## config.mk

```make
export PLATFORM = sky130hd
export DESIGN_NAME = mem_port_arbiter
export DESIGN_NICKNAME = d
export VERILOG_FILES = /design/src/rtl/cpu_mem_pkg.sv /design/src/rtl/mem_arb_lat_cnt.sv /design/src/rtl/mem_port_arbiter.sv
export SDC_FILE = /design/constraint.sdc
export NUM_CORES = 1
export LEC_CHECK = 0
export CAP_MARGIN = 20
export CELL_PAD_IN_SITES_DETAIL_PLACEMENT = 1
export CELL_PAD_IN_SITES_GLOBAL_PLACEMENT = 2
export CORE_ASPECT_RATIO = 1.75
export CORE_MARGIN = 2
export CORE_UTILIZATION = 28
export DETAILED_ROUTE_END_ITERATION = 16
export GPL_TIMING_DRIVEN = 1
export PLACE_DENSITY_LB_ADDON = 0.1
export SLEW_MARGIN = 20
export SYNTH_ARGS = -nofsm -noshare
export SYNTH_HDL_FRONTEND = slang
export SYNTH_SLANG_ARGS = --single-unit
```

## constraint.sdc

```tcl
create_clock -name clk -period 3.6 [get_ports clk]
set_input_delay 0.36 -clock clk [delete_from_list [all_inputs] [get_ports clk]]
set_output_delay 0.36 -clock clk [all_outputs]
set_load 0.02 [all_outputs]
```

## src/rtl/cpu_mem_pkg.sv

```systemverilog
// Shared types for the IF/MEM memory-port arbiter:
// FSM states, owner encoding, default widths.
package cpu_mem_pkg;

  localparam int AW_DEF = 16;
  localparam int DW_DEF = 16;

  typedef enum logic [1:0] {
    ST_IDLE,
    ST_ISSUE,
    ST_WAIT,
    ST_DONE
  } arb_st_e;

  typedef enum logic {
    OWN_IF = 1'b0,
    OWN_D  = 1'b1
  } owner_e;

endpackage

```

## src/rtl/mem_arb_lat_cnt.sv

```systemverilog
// Loadable down-counter; o_last flags the final count.
module mem_arb_lat_cnt #(
  parameter int W = 2
) (
  input  logic         clk,
  input  logic         rst,
  input  logic         i_load,
  input  logic [W-1:0] i_val,
  input  logic         i_dec,
  output logic         o_last
);

  logic [W-1:0] r_cnt;

  always_ff @(posedge clk or posedge rst) begin
    if (rst) begin
      r_cnt <= '0;
    end else if (i_load) begin
      r_cnt <= i_val;
    end else if (i_dec && r_cnt != '0) begin
      r_cnt <= r_cnt - 1'b1;
    end
  end

  assign o_last = (r_cnt == W'(1));

endmodule

```

## src/rtl/mem_port_arbiter.sv

```systemverilog
// IF/MEM single-port memory arbiter with fixed-latency sequencer.
// Define MEM_ARB_STARVE_GUARD_EN to bound how long IF can be held off.
module mem_port_arbiter
  import cpu_mem_pkg::*;
#(
  parameter int AW         = AW_DEF,
  parameter int DW         = DW_DEF,
  parameter int MEM_LAT    = 2,
  parameter int STARVE_MAX = 4
) (
  input  logic          clk,
  input  logic          rst,
  input  logic          if_req,
  input  logic [AW-1:0] if_addr,
  output logic [DW-1:0] if_rdata,
  output logic          if_done,
  output logic          if_stall,
  input  logic          d_req,
  input  logic          d_we,
  input  logic [AW-1:0] d_addr,
  input  logic [DW-1:0] d_wdata,
  output logic [DW-1:0] d_rdata,
  output logic          d_done,
  output logic          d_stall,
  output logic          mem_en,
  output logic          mem_we,
  output logic [AW-1:0] mem_addr,
  output logic [DW-1:0] mem_wdata,
  input  logic [DW-1:0] mem_rdata,
  output logic          busy
);

  localparam int CW = $clog2(MEM_LAT + 1);

  if (MEM_LAT < 1 || STARVE_MAX < 1) begin : g_bad_cfg
    $error("mem_port_arbiter: MEM_LAT and STARVE_MAX must be >= 1");
  end

  arb_st_e       r_state;
  arb_st_e       w_nxt;
  owner_e        r_own;
  owner_e        w_gown;
  logic          r_we;
  logic          w_grant;
  logic          w_gwe;
  logic          w_last;
  logic          w_cap;
  logic          w_force_if;
  logic          r_mem_en;
  logic          r_mem_we;
  logic [AW-1:0] r_mem_addr;
  logic [DW-1:0] r_mem_wdata;
  logic [DW-1:0] r_if_rdata;
  logic [DW-1:0] r_d_rdata;
  logic          r_if_done;
  logic          r_d_done;
  logic          r_busy;

  mem_arb_lat_cnt #(.W(CW)) u_lat (
    .clk    (clk),
    .rst    (rst),
    .i_load (r_state == ST_ISSUE),
    .i_val  (CW'(MEM_LAT)),
    .i_dec  (r_state == ST_WAIT),
    .o_last (w_last)
  );

`ifdef MEM_ARB_STARVE_GUARD_EN
  localparam int SW = $clog2(STARVE_MAX + 1);
  logic [SW-1:0] r_starve;

  // Counts MEM wins while IF is waiting; saturates at the limit.
  always_ff @(posedge clk or posedge rst) begin
    if (rst) begin
      r_starve <= '0;
    end else if (!if_req) begin
      r_starve <= '0;
    end else if (w_grant && w_gown == OWN_IF) begin
      r_starve <= '0;
    end else if (w_grant && r_starve != SW'(STARVE_MAX)) begin
      r_starve <= r_starve + 1'b1;
    end
  end

  assign w_force_if = if_req && (r_starve == SW'(STARVE_MAX));
`else
  assign w_force_if = 1'b0;
`endif

  always_comb begin
    w_nxt   = r_state;
    w_grant = 1'b0;
    w_gown  = OWN_IF;
    unique case (r_state)
      ST_IDLE: begin
        if (d_req && !w_force_if) begin
          w_grant = 1'b1;
          w_gown  = OWN_D;
          w_nxt   = ST_ISSUE;
        end else if (if_req) begin
          w_grant = 1'b1;
          w_gown  = OWN_IF;
          w_nxt   = ST_ISSUE;
        end
      end
      ST_ISSUE: w_nxt = ST_WAIT;
      ST_WAIT:  if (w_last) w_nxt = ST_DONE;
      ST_DONE:  w_nxt = ST_IDLE;
      default:  w_nxt = ST_IDLE;
    endcase
  end

  assign w_gwe = (w_gown == OWN_D) && d_we;
  assign w_cap = (r_state == ST_WAIT) && w_last;

  always_ff @(posedge clk or posedge rst) begin
    if (rst) begin
      r_state     <= ST_IDLE;
      r_own       <= OWN_IF;
      r_we        <= 1'b0;
      r_mem_en    <= 1'b0;
      r_mem_we    <= 1'b0;
      r_mem_addr  <= '0;
      r_mem_wdata <= '0;
      r_if_rdata  <= '0;
      r_d_rdata   <= '0;
      r_if_done   <= 1'b0;
      r_d_done    <= 1'b0;
      r_busy      <= 1'b0;
    end else begin
      r_state   <= w_nxt;
      r_mem_en  <= w_grant;
      r_mem_we  <= w_grant & w_gwe;
      r_busy    <= (w_nxt != ST_IDLE);
      r_if_done <= w_cap && (r_own == OWN_IF);
      r_d_done  <= w_cap && (r_own == OWN_D);
      if (w_grant) begin
        r_own       <= w_gown;
        r_we        <= w_gwe;
        r_mem_addr  <= (w_gown == OWN_D) ? d_addr : if_addr;
        r_mem_wdata <= (w_gown == OWN_D) ? d_wdata : '0;
      end
      if (w_cap && !r_we) begin
        if (r_own == OWN_IF) r_if_rdata <= mem_rdata;
        else                 r_d_rdata  <= mem_rdata;
      end
    end
  end

  assign mem_en    = r_mem_en;
  assign mem_we    = r_mem_we;
  assign mem_addr  = r_mem_addr;
  assign mem_wdata = r_mem_wdata;
  assign if_rdata  = r_if_rdata;
  assign d_rdata   = r_d_rdata;
  assign if_done   = r_if_done;
  assign d_done    = r_d_done;
  assign busy      = r_busy;
  assign if_stall  = if_req & ~r_if_done;
  assign d_stall   = d_req & ~r_d_done;

endmodule

```

==> results.md, run 1 <==
* Status: finished, final reports clean
* Worst Path Required at 3.81 ns
* Largest net degree at the start of global routing at 35
* Final Max Slew Viols at 0
* Share of layout cells above drive strength 1 at 0.156
* Startpoint Class: register
* CTS tree: yes
* Sequential power share at 0.338
* Via count at 2,365
* Port bufs at 139
* Fillers at 1,139
* Clock sink total at 75
* Post-synth EDFFs at 0
* Worst Tran Pin Value at 0.972 ns
* Setup-failing EPs final at 0
* Combinational Power Share at 0.485
* Sw frac at 0.361
* Number of global-route vias before repair at 2,580
* Flop2flop setup slack at 1.39 ns
* Final worst slack at 1.39 ns
* GRT Util Overall at 0.148
* Final Hold Fails at 0
* Post-CTS Setup Bufs at 0
* Register area share after synthesis at 0.615
* Met3 Use GR at 0.0499
* CTS Buffer Depth at 2
* Reg clk slew, reported paths at 0.06 ns
* Top_reg_cell synth: dfrtp_1
* Antenna violations before repair at 0
* Clk_lat worst skew at 0.33 ns
* Final core utilization at 0.456
* CP Capture Type: register
* Async SR Flop Fraction at 1.00
* Final min period at 2.21 ns
* Fmax achieved at 0.453 GHz
* Clock skew at 0.00569 ns
* Yosys reg bits at 75
* TritonCTS buffer count at 9
* Syn_area_per_cell at 13.6 um2
* Final setup TNS at 0 ns
* Starting density of the core at 0.287
* Leak at 0.00212 uW
* Die height at 142 um
* Post-CTS resize count at 0
* Detailed Route WL at 8410 um
* RSZ-0062 raised after global routing: false
* Post-synthesis cell type count at 32
* CTS root buffer: clkbuf_16
* Vias per cell at 4.72
* ANT cells at 0
* Max H-tree Level at 3
* Grt ovf at 0
* Post-Syn Area at 3050 um2
* Post-route ant nets at 0
* Drc violations at 0
* GR peak layer: met2
* Max_slew headroom at 0.350
* # nets final at 442
* Core area at 10,600 um2
* DIE AREA at 11,800 um2
* Pwr/cell area at 903 nW/um2
* Row count at 50
* Syn nets at 299
* Power Internal at 2800 uW
* Met1 Resource Use GR at 0.164
* Max VDD drop at 0.347 mV
* GPL Wtd Cong at 0.709
* Final Cycle Share at 0.613
* Die Wd at 82.9 um
* Hpwl dp at 6250 um
* Clock power frac at 0.177
* Max Cap Violations at 0
* Global-route wire length before repair at 13,600 um
* DR iter-0 viols at 33
* M2 GR Usage at 0.256
* 1st-pass router iterations at 4
* Post-place setup slack at 1.36 ns
* Worst-path fanout max at 16
* Hold-fix buffers, CTS at 0
* Net Sw Power at 1580 uW
* Synthesis-to-layout area growth at 58.8%
* Critical setup path kind: reg -> reg
* IO Pins at 140
* CP arrival at 2.42 ns
* Tot Pwr at 4370 uW
* Synth warnings at 0
* Post-Syn Instances at 225
* Hold crit path type: in -> async
* Routed len/inst at 16.8 um
==> layout by cell type (no fill, tap or decap), types with 2 or more instances in the layout <==
cell type,n
a21o_1,2
a22o_1,16
a22oi_1,5
a32oi_1,11
buf_4,6
clkbuf_1,2
clkbuf_16,9
clkdlybuf4s50_1,139
clkinv_2,3
dfrtp_1,75
ha_1,5
inv_1,5
mux2_2,22
mux2_4,10
nand2_1,23
nand2b_1,5
nand3_1,10
nor2_1,5
nor2b_1,3
==> state kept, by name, summed over array words and instances (netlist names), 2 cells and up <==
name / count
mem_wdata: 16
d_rdata: 16
u_lat.r_cnt: 2
mem_addr: 16
r_state: 2
if_rdata: 16
==> worst max-delay path: stages (launching register included) <==
cell and delay, ns:
dfrtp_1 0.39, inv_1 0.11, ha_1 0.30, nand2_2 0.11, nor3_4 0.75, mux2_2 0.42
==> area by class of cell <==
cell class                      instances  area, um2  share of cell area
Inverter                                6       23.8             0.00491
Clock buffer                           11        233              0.0480
Multi-Input combinational cell        130       1070               0.222
Sequential cell                        75       1880               0.387
Timing Repair Buffer                  146       1460               0.301
Clock inverter                          3       17.5             0.00362
Tap cell                              130        163              0.0336
==> per-stage QoR <==
stage	cell area [um2]	instances	hold slack, ns
2_1_floorplan	3050	225	0.459
3_3_place_gp	4570	486	0.460
3_5_place_dp	4590	487	0.466
4_1_cts	4840	501	0.429
5_1_grt	4840	501	0.458
6_report	4840	501	0.415
==> final timing paths <==
path | start | endpoint | cells past startpoint
worst max-delay path | r_state[0] | if_rdata[14] | 5
worst min-delay path | rst | d_rdata[11] | 2
worst max register to register | r_state[0] | if_rdata[14] | 5
worst min register to register | mem_addr[4] | mem_addr[4] | 2
max in group asynchronous | rst | if_rdata[3] | 4
min in group clk | mem_addr[4] | mem_addr[4] | 2
==> per-layer routing <==
| metal | share of wire | up-vias |
|---|---|---|
| met5 | 0 | - |
| met4 | 0.019 | 0 |
| met3 | 0.060 | 11 |
| met2 | 0.53 | 93 |
| met1 | 0.39 | 1177 |
| li1 | - | 1084 |
==> cells in the mapped netlist, drive strengths merged (2+ instances only) <==
master / number / area, um2
inv: 6 / 22.5
ha: 5 / 62.6
nor2: 5 / 18.8
mux2: 32 / 398
and3: 2 / 13.8
dfrtp: 75 / 1880
a32oi: 11 / 96.3
nand2b: 5 / 31.3
nor3: 2 / 21.3
clkbuf: 4 / 15.0
a22o: 16 / 140
nor2b: 3 / 18.8
buf: 10 / 66.3
nand3: 10 / 50.1
a22oi: 5 / 37.5
a21o: 2 / 15.0
nand2: 24 / 92.6
==> power by group through the flow <==
stage                     clock [uW]  sequential, uW  combinational, uW
after floorplan                    0            1910                707
after detailed placement           0            1500               2160
final                            774            1480               2120
after CTS                        806            1490               2170
after global routing             843            1540               2270
after global placement             0            1480               2130
==> kinds of logic after synthesis <==
family / Yosys count / share of synthesized area
mux: 32 / 0.130
xor+xnor: 1 / 0.00287
simple gates: 55 / 0.0951
compound gates: 37 / 0.102
flops: 75 / 0.615
buf+inv: 20 / 0.0340
fa+ha+maj: 5 / 0.0205
Note: power is estimated with default switching activity, not from simulation.
==> inputs of run 2 (changes only) <==
CORE_UTILIZATION = 23   (was 28)
clock period = 2 ns   (was 3.6 ns; I/O delays follow)
==> results.md, run 2 (synthesis gave the netlist of run 1 again) <==
* Core area at 12,900 um2
* Final worst slack at 0.262 ns
* CTS root buffer: clkbuf_16
* DR iter-0 viols at 42
* GPL Wtd Cong at 0.658
* Clk_lat worst skew at 0.34 ns
* 1st-pass router iterations at 4
* Worst Tran Pin Value at 0.493 ns
* Fmax achieved at 0.575 GHz
* Final Cycle Share at 0.869
* IO Pins at 140
* CTS Buffer Depth at 2
* Worst Path Required at 1.80 ns
* Critical setup path kind: in -> out
* Die Wd at 91.1 um
* Number of global-route vias before repair at 2,691
* Setup-failing EPs final at 0
* Worst-path fanout max at 5
* Post-place setup slack at 0.254 ns
* CTS tree: yes
* Final Hold Fails at 0
* # nets final at 445
* Starting density of the core at 0.236
* Max VDD drop at 0.570 mV
* Synthesis-to-layout area growth at 64.8%
* Drc violations at 0
* Global-route wire length before repair at 14,500 um
* Startpoint Class: input port
* Pwr/cell area at 1640 nW/um2
* Hold-fix buffers, CTS at 0
* CP arrival at 1.54 ns
* Status: finished, final reports clean
* Most frequent cells in the layout: clkdlybuf4s50_1, dfrtp_1, nand2_1
* RSZ-0062 raised after global routing: false
* Hpwl dp at 6550 um
* Max Cap Violations at 0
* TritonCTS buffer count at 9
* Max_slew headroom at 0.671
* Max H-tree Level at 3
* Clock skew at 0.00842 ns
* Largest net degree at the start of global routing at 38
* Vias per cell at 4.34
* Share of layout cells above drive strength 1 at 0.173
* Final Max Slew Viols at 0
* Grt ovf at 0
* Routed len/inst at 16.4 um
* Via count at 2,376
* Final setup TNS at 0 ns
* Port bufs at 139
* Antenna violations before repair at 0
* Design area at 5030 um2
* GRT Util Overall at 0.132
* Die height at 156 um
* Hold crit path type: in -> async
* Post-CTS resize count at 0
* Final min period at 1.74 ns
* Row count at 55
* Detailed Route WL at 8970 um
* ANT cells at 0
* Placed cell areas at 4720 um2
* Clock sink total at 75
* DIE AREA at 14,200 um2
* Reg clk slew, reported paths at 0.06 ns
* Tot Pwr at 8270 uW
* Leak at 0.00218 uW
* Post-route ant nets at 0
* Commonest non-fill, non-tap cell in the layout: clkdlybuf4s50_1
* Post-CTS Setup Bufs at 0
* CP Capture Type: output port
==> run 2: changes by cell type in the layout (fill, tap and decap cells not counted), sizes merged <==
| cell | change |
|---|---|
| bufinv | +1 |
| buf | +3 |
| clkinvlp | +1 |
| inv | +3 |
| clkinv | -1 |
| clkbuf | -2 |
==> run 2: power by group <==
part	internal (uW)	total (uW)	leakage (uW)	switching (uW)
registers	2240	2640	0.000910	397
logic	2040	3940	0.00112	1900
clock network	989	1690	0.000149	703
==> run 2: path summary, 6_finish.rpt <==
check | from | to | slack, ns | cells after the start
max | if_req | if_stall | 0.26 | 3
min reg2reg | mem_addr[11] | mem_addr[11] | 0.47 | 2
max reg2reg | r_state[0] | if_rdata[13] | 0.27 | 6
min | rst | d_rdata[8] | 0.24 | 2
min in group clk | d_addr[12] | mem_addr[12] | 0.45 | 3
max in group asynchronous | rst | d_rdata[10] | 1.21 | 3
==> run 2: critical path, stage by stage <==
cell and delay [ns]:
clkdlybuf4s50_1 0.56, nor2b_1 0.15, clkdlybuf4s50_1 0.63
==> run 2: through the flow <==
stage | hold slack (ns) | cells | utilization
after detailed placement | 0.464 | 531 | 0.365
after global routing | 0.271 | 547 | 0.389
after global placement | 0.458 | 531 | 0.365
after floorplan | 0.316 | 225 | -
after CTS | 0.248 | 547 | 0.389
final | 0.243 | 547 | 0.389
==> run 2: cell type report <==
type	instances	area, um2
flip-flops and latches	75	1880
clock buffers	9	225
repair buffers	149	1530
fillers	1422	7910
clock inverters	7	83.8
well taps	171	214
inverters	6	26.3
multi-input cells	130	1070
==> run 2: per-layer routing <==
layer	GRT usage	vias up	wire, um	share of wire
li1	-	1098	-	-
met1	0.135	1177	3360	0.37
met2	0.246	92	4840	0.54
met3	0.0467	9	629	0.070
met4	0.0455	0	135	0.015
met5	0	-	0	0
==> inputs of run 3 (changes only) <==
--- a/config.mk
+++ b/config.mk
@@ -12,6 +12,6 @@
 export CORE_MARGIN = 2
-export CORE_UTILIZATION = 23
+export CORE_UTILIZATION = 26
 export DETAILED_ROUTE_END_ITERATION = 16
 export GPL_TIMING_DRIVEN = 1
-export PLACE_DENSITY_LB_ADDON = 0.1
+export PLACE_DENSITY = 0.89
 export SLEW_MARGIN = 20
==> constraint.sdc (replaced) <==
create_clock -name clk -period 1.85 [get_ports clk]
set_input_delay 0.2775 -clock clk [delete_from_list [all_inputs] [get_ports clk]]
set_output_delay 0.2775 -clock clk [all_outputs]
set_load 0.02 [all_outputs]
==> results.md, run 3 (synthesis gave the netlist of run 1 again) <==
* Final setup TNS at 0 ns
* Final Max Slew Viols at 0
* Max H-tree Level at 3
* Most frequent cells in the layout: clkdlybuf4s50_1, dfrtp_1, nand2_1
* Max Cap Violations at 0
* Startpoint Class: register
* Die Wd at 85.9 um
* Via count at 2,385
* CP delay by family, top: flip-flops
* TritonCTS buffer count at 9
* Antenna violations before repair at 0
* Clock sink total at 75
* Synthesis-to-layout area growth at 62.3%
* Number of global-route vias before repair at 2,708
* Hold-fix buffers, CTS at 0
* Max VDD drop at 0.555 mV
* Grt ovf at 0
* 1st-pass router iterations at 12
* Die height at 147 um
* Port bufs at 139
* IO Pins at 140
* CP arrival at 1.90 ns
* CTS Buffer Depth at 2
* Vias per cell at 4.66
* Buf+Inv Stages, Crit Path at 2
* Final Cycle Share at 0.917
* Hpwl dp at 6510 um
* CP max stage delay at 0.39 ns
* GPL Wtd Cong at 0.747
* CTS tree: yes
* Share of layout cells above drive strength 1 at 0.175
* # nets final at 447
* Commonest non-fill, non-tap cell in the layout: clkdlybuf4s50_1
* Post-route ant nets at 0
* Row count at 52
* Final min period at 1.70 ns
* Post-CTS Setup Bufs at 0
* Core area at 11,500 um2
* Reg clk slew, reported paths at 0.06 ns
* CP Capture Type: register
* DR iter-0 viols at 87
* RSZ-0062 raised after global routing: false
* Worst Tran Pin Value at 0.406 ns
* CTS root buffer: clkbuf_16
* Fmax achieved at 0.590 GHz
* Routed len/inst at 16.8 um
* Clock skew at 0.00862 ns
* Drc violations at 7
* Status: finished, violations left
* GRT Util Overall at 0.143
* Critical setup path kind: reg -> reg
* Setup-failing EPs final at 0
* Largest net degree at the start of global routing at 37
* ANT cells at 0
* Clk_lat worst skew at 0.33 ns
* Worst Path Required at 2.06 ns
* R2R cell count at 6
* Pwr/cell area at 1760 nW/um2
* Critical path's slowest cell: dfrtp_1
* Leak at 0.00217 uW
* Worst-path fanout max at 12
* Final Hold Fails at 0
* Final core utilization at 0.430
* Starting density of the core at 0.265
* Detailed Route WL at 8610 um
* Worst path cell trace: inv_1 > ha_2 > nand2_2 > nor3_4 > buf_12 > mux2_2
* Global-route wire length before repair at 14,000 um
* DIE AREA at 12,700 um2
* Stages on the worst setup path at 6
* Max_slew headroom at 0.729
* Violated checks: design-rule violations
* Hold crit path type: in -> async
==> run 3: cell types whose count changed in the layout (fill, tap and decap cells not counted), moves of 2 or more <==
cell,previous run,this run
clkinv_4,2,0
inv_6,2,0
buf_4,5,8
clkinvlp_4,2,4
clkdlybuf4s50_1,139,137
==> run 3: report_power, final <==
part | internal, uW | switching, uW | leakage [uW]
Clock | 934 | 652 | 0.000124
Combinational | 2180 | 2040 | 0.00113
Sequential | 2420 | 460 | 0.000910
Total | 5540 | 3150 | 0.00217
==> run 3: timing repair <==
action / 4_1_cts / 5_1_grt
setup endpoints to repair: 1 / 2
endpoints found under the hold margin: 0 / 0
gates resized for setup: 1 / 2
==> run 3: final timing paths <==
path / start / end / slack [ns]
worst max-delay path: r_state[0] / if_rdata[10] / 0.15
worst min-delay path: rst / d_rdata[4] / 0.30
worst max register to register: r_state[0] / if_rdata[10] / 0.15
worst min register to register: mem_addr[12] / mem_addr[12] / 0.48
max in group asynchronous: rst / mem_wdata[2] / 1.04
min in group clk: mem_addr[12] / mem_addr[12] / 0.48
==> run 3: area by class of cell <==
class,instances,area (um2)
clock buffers,11,243
clock inverters,4,27.5
fillers,1213,6560
inverters,6,26.3
multi-input cells,130,1080
flip-flops and latches,75,1880
well taps,135,169
repair buffers,151,1530
==> run 3: metrics by stage <==
stage | setup slack, ns | hold slack [ns] | total power [uW] | instance area, um2 | std cells
after floorplan | 0.149 | 0.393 | 5090 | 3060 | 225
after global placement | -0.0277 | 0.457 | 7030 | 4680 | 497
after detailed placement | -0.0202 | 0.467 | 7190 | 4680 | 497
after CTS | 0.0339 | 0.305 | 8830 | 4950 | 512
after global routing | 0.0504 | 0.322 | 9240 | 4950 | 512
final | 0.154 | 0.302 | 8690 | 4950 | 512
==> run 3: layer usage <==
layer / wire length [um] / track usage / part of all wire
met5: 0 / 0 / 0
met4: 113 / 0.0437 / 0.013
met3: 491 / 0.0427 / 0.057
met2: 4850 / 0.263 / 0.56
met1: 3160 / 0.153 / 0.37
==> run 3: worst register-to-register path, stage by stage, from the launching register on <==
cell and delay [ns]:
dfrtp_1 0.39, inv_1 0.12, ha_2 0.26, nand2_2 0.09
nor3_4 0.18, buf_12 0.19, mux2_2 0.34
==> variant 1: new RTL, settings of run 2 <==
Add a define of `MEM_ARB_STARVE_GUARD_EN`.
--- a/src/rtl/mem_port_arbiter.sv
+++ b/src/rtl/mem_port_arbiter.sv
@@ -1,4 +1,6 @@
 // IF/MEM single-port memory arbiter with fixed-latency sequencer.
 // Define MEM_ARB_STARVE_GUARD_EN to bound how long IF can be held off.
+`define MEM_ARB_STARVE_GUARD_EN
+
 module mem_port_arbiter
   import cpu_mem_pkg::*;
Function: same outputs for any inputs over 10 cycles, from zero or initial values and one cycle with rst high; that may be too few to reach the edited logic, so the function may still have changed.
==> variant 1 against run 2 <==
- power down 1.6%
- synthesized area grew 4.7%
- worst setup slack worse by 0.13 ns
- final area is 3.0% higher
- sequential cell count up 3
- wire length grew 2.4%
- fmax fell by 7.0%
- utilization down 1.3 points
- largest cell class unchanged
- largest power group unchanged
==> variant 1: results (changes against run 2) <==
logic_synthesis:
  synth_xor_area_frac: 0.002741  # -0.0001292
  syn_inst: 224  # -0.44%
  synthTopCellsByCount: "dfrtp_1 (78), mux2_2 (32), a22o_1 (17)"
  ys.flop_type: "dfrtp_1"
  synthAdderAreaFrac: 0.03132  # +0.01082
  synthTopCellsByArea: "dfrtp_1 (61%), mux2_2 (11%), a221o_1 (5.0%), a22o_1 (4.7%), ha_1 (3.1%)"
  synth_fp_nets: 301  # +0.67%
  muxShareOfSynthArea: 0.1128  # -0.01762
  yosysSeqAreaShare: 0.6108  # -0.004200
  synth_compound_area_frac: 0.1304  # +0.02829
  ys_types: 34  # +6.3%
status:
  status: "finished clean"
place:
  dpl.cell_count: 539  # +1.5%
  routabilityCongestion: 0.6824  # +3.8%
  pre_cts_slack_ns: 0.1061  # -0.1483 ns
  place_hpwl_um: 6738  # +2.9%
sta:
  fin_worst_skew_ns: 0.009172  # +0.0007574 ns
  finalSetupTns_ns: 0  # unchanged
  worst_pin_slew_ns: 0.5452  # +0.05220 ns
global_route:
  grtUsageTotal: 0.1307  # -0.001239
  grt_pass1_wl_um: 14920  # +3.0%
  grt_max_degree: 39  # +2.6%
  grt_pass1_vias: 2741  # +1.9%
final_layout:
  nNetsFinal: 450  # +1.1%
  fill_cells: 1477  # +3.9%
  final_cells: 555  # +1.5%
  diodes: 0  # unchanged
  drive_gt1_frac: 0.1720  # -0.0009147
clocking:
  clock_latency_ns: 0.33
  post_cts_buffers: 0  # unchanged
power:
  ir_drop_mv: 0.5163  # -9.5%
  p_leak_uw: 0.002220  # +2.0%
drt:
  dr.pass1.iters: 3  # -1
  avgViaCountPerCell: 4.283  # -1.4%
  drtIter0Drc: 31  # -26%
  wl_per_cell_um: 16.54  # +0.92%
worst_setup_path:
  cp_max_fo: 7  # +2
variant 1: cell types whose count changed after synthesis, sizes merged, moves of 3 or more:
cell,change
a221o,+16
a22oi,-5
a32oi,-11
and2,+17
clkbuf,-3
dfrtp,+3
ha,+3
nand2,-20
nand3,-10
variant 1: final cells by class:
type | count | area share
flip-flops and latches | 78 | 0.3769
clock inverters | 6 | 0.01329
well taps | 177 | 0.04276
multi-input cells | 127 | 0.2191
inverters | 8 | 0.006523
repair buffers | 149 | 0.2952
clock buffers | 10 | 0.04615
variant 1: per-stage QoR:
stage / hold slack (ns) / instance area (µm²) / utilization
floorplan: 0.3286 / 3199 / -
global placement: 0.4748 / 4863 / 0.3533
detailed placement: 0.4811 / 4863 / 0.3533
CTS: 0.2831 / 5171 / 0.3757
global route: 0.3037 / 5179 / 0.3762
finish: 0.2700 / 5179 / 0.3762
variant 1: path summary, 6_finish.rpt:
check                                            from                    endpoint  slack, ns  depth (start not counted)
setup / recovery                                d_req                     d_stall       0.13                          3
hold / removal                                    rst    mem_wdata[4]$_DFFE_PP0N_       0.27                          2
setup reg to reg                 r_state[0]$_DFF_PP0_     mem_addr[1]$_DFFE_PP0N_       0.28                          7
hold reg to reg            u_lat.r_cnt[1]$_DFFE_PP0P_  u_lat.r_cnt[1]$_DFFE_PP0P_       0.49                          1
max in group asynchronous                         rst   mem_wdata[14]$_DFFE_PP0N_       1.16                          3
min in group clk                           d_wdata[4]    mem_wdata[4]$_DFFE_PP0N_       0.47                          2
variant 1: timing repair:
item                                   in CTS  in global routing
gates resized for setup                     0                  1
setup endpoints to repair                   0                  3
endpoints found under the hold margin       0                  0
variant 1: kinds of logic (layout without fill, tap and decap cells):
family / after synthesis / count (layout)
adder cells (fa/ha/maj): 8 / 8
AO/OA/AOI/OAI: 45 / 45
multiplexers: 32 / 32
flip-flops: 78 / 78
buffers and inverters: 19 / 173
AND/OR/NAND/NOR: 41 / 41
XOR/XNOR: 1 / 1
variant 1: critical path: stages:
cell and delay, ns:
clkdlybuf4s50_1 0.67, nor2b_1 0.18, clkdlybuf4s50_1 0.61
variant 1: where the power goes:
group          total [µW]  switching, µW  internal, µW  leakage (µW)
Clock                1680            673          1010      0.000149
Sequential           2660            363          2290      0.000987
Combinational        3800           1810          2000       0.00108
variant 1: layer usage:
layer  GRT usage  share of wire  vias up
met1      0.1450           0.38     1194
li1            -              -     1108
met4     0.05013          0.014        0
met3     0.02642          0.043        8
met5           0              0        -
met2      0.2401           0.57       67
==> variant 2: new RTL, flow settings as in run 2 <==
Without the edit above. Re-encode `arb_st_e` (4 values) as one-hot, 4 bits wide.
--- a/src/rtl/cpu_mem_pkg.sv
+++ b/src/rtl/cpu_mem_pkg.sv
@@ -6,9 +6,9 @@
   localparam int DW_DEF = 16;
 
-  typedef enum logic [1:0] {
-    ST_IDLE,
-    ST_ISSUE,
-    ST_WAIT,
-    ST_DONE
+  typedef enum logic [3:0] {
+    ST_IDLE  = 4'b0001,
+    ST_ISSUE = 4'b0010,
+    ST_WAIT  = 4'b0100,
+    ST_DONE  = 4'b1000
   } arb_st_e;
 
Check against the original RTL: same outputs for any inputs over 10 cycles, from zero or initial values and one cycle with rst high; not proved beyond that.
==> variant 2 against run 2 <==
- critical path depth rose by 1
- final area rose by 3.4%
- critical endpoint is now d_stall
- wire length rose by 10%
- power fell by 15%
- global-route usage rose by 0.59 points
- synthesized area rose by 6.5%
- worst setup slack got worse by 0.069 ns
- sequential cell count rose by 2
==> variant 2: results (changes against run 2) <==
logic_synthesis:
  synthTopCellsByCount: "dfrtp_1 (76), nand3_1 (18), a22o_1 (17)"
  ys_types: 38  # +19%
  synthTopCellsByArea: "dfrtp_1 (59%), mux2_4 (4.6%), a22o_1 (4.6%), mux2_2 (4.5%), o2bb2ai_2 (3.2%)"
  yosysSeqAreaShare: 0.5934  # -0.02163
  synth_fp_nets: 308  # +3.0%
global_route:
  grtUsageTotal: 0.1379  # +0.005908
  grt_max_degree: 48  # +26%
final_layout:
  drive_gt1_frac: 0.1701  # -0.002769
  nNetsFinal: 454  # +2.0%
place:
  pre_cts_slack_ns: 0.07729  # -0.1771 ns
  place_hpwl_um: 7141  # +9.0%
  routabilityCongestion: 0.7046  # +7.1%
sta:
  fin_hold_ws_ns: 0.2040  # -0.03874 ns
  fmax_mhz: 553.7  # -3.8%
  slew_headroom: 0.5032  # -0.1674
status:
  status: "finished clean"
worst_setup_path:
  cpPeakStageDelay_ns: 0.61  # -0.02 ns
  cp_max_fo: 9  # +4
  crit_arrival_ns: 1.61  # +0.07 ns
  worst_r2r_path_depth: 5  # -1
  timing.rr.start: "u_lat.r_cnt[1]$_DFFE_PP0P_"
  worstSetupEndpoint: "d_stall"
drt:
  wl_um: 9863  # +10%
  drtIter0Drc: 49  # +17%
  route.met3.wl_um: 699  # +11%
  dr.pass1.iters: 3  # -1
power:
  ir_drop_mv: 0.4531  # -21%
## variant 2: cell count changes in the layout (fill, tap and decap cells not counted), sizes merged, moves of 3 or more
cell / change
o2bb2ai: +7
ha: -3
nand2b: -5
nand2: -11
inv: -3
nand3: +9
## variant 2: cell type report
| cell class | count | share of cell area |
|---|---|---|
| Sequential cell | 77 | 0.3706 |
| Tap cell | 177 | 0.04257 |
| Clock inverter | 6 | 0.01227 |
| Clock buffer | 10 | 0.04401 |
| Multi-Input combinational cell | 138 | 0.2311 |
| Inverter | 6 | 0.005051 |
| Timing Repair Buffer | 151 | 0.2944 |
## variant 2: per-stage QoR
step,cell area (µm²),utilization,power (µW),instances
after detailed placement,4890,0.3534,5484,548
after floorplan,3253,-,4062,237
after global placement,4887,0.3532,5436,548
final,5202,0.3760,7012,565
after CTS,5182,0.3746,7154,564
after global routing,5202,0.3760,7465,565
## variant 2: where the power goes
group | internal [µW] | switching [µW] | total (µW) | leakage, µW
clock | 965 | 658 | 1620 | 0.000138
combinational | 1510 | 1480 | 2990 | 0.00114
sequential | 2050 | 351 | 2400 | 0.000936
## variant 2: layer usage
metal | GRT usage | vias up
li1 | - | 1158
met1 | 0.1490 | 1264
met2 | 0.2494 | 86
met3 | 0.04571 | 8
met4 | 0.04348 | 0
met5 | 0 | -
## variant 2: cell families (layout without fill, tap and decap cells)
| family | Yosys count | in the layout | share of synthesized area |
|---|---|---|---|
| AND/OR/NAND/NOR | 55 | 55 | 0.1024 |
| AO/OA/AOI/OAI | 48 | 48 | 0.1340 |
| XOR/XNOR | 1 | 1 | 0.002696 |
| flip-flops | 77 | 77 | 0.5934 |
| adder cells (fa/ha/maj) | 2 | 2 | 0.007700 |
| buffers and inverters | 22 | 173 | 0.03735 |
| multiplexers | 32 | 32 | 0.1224 |
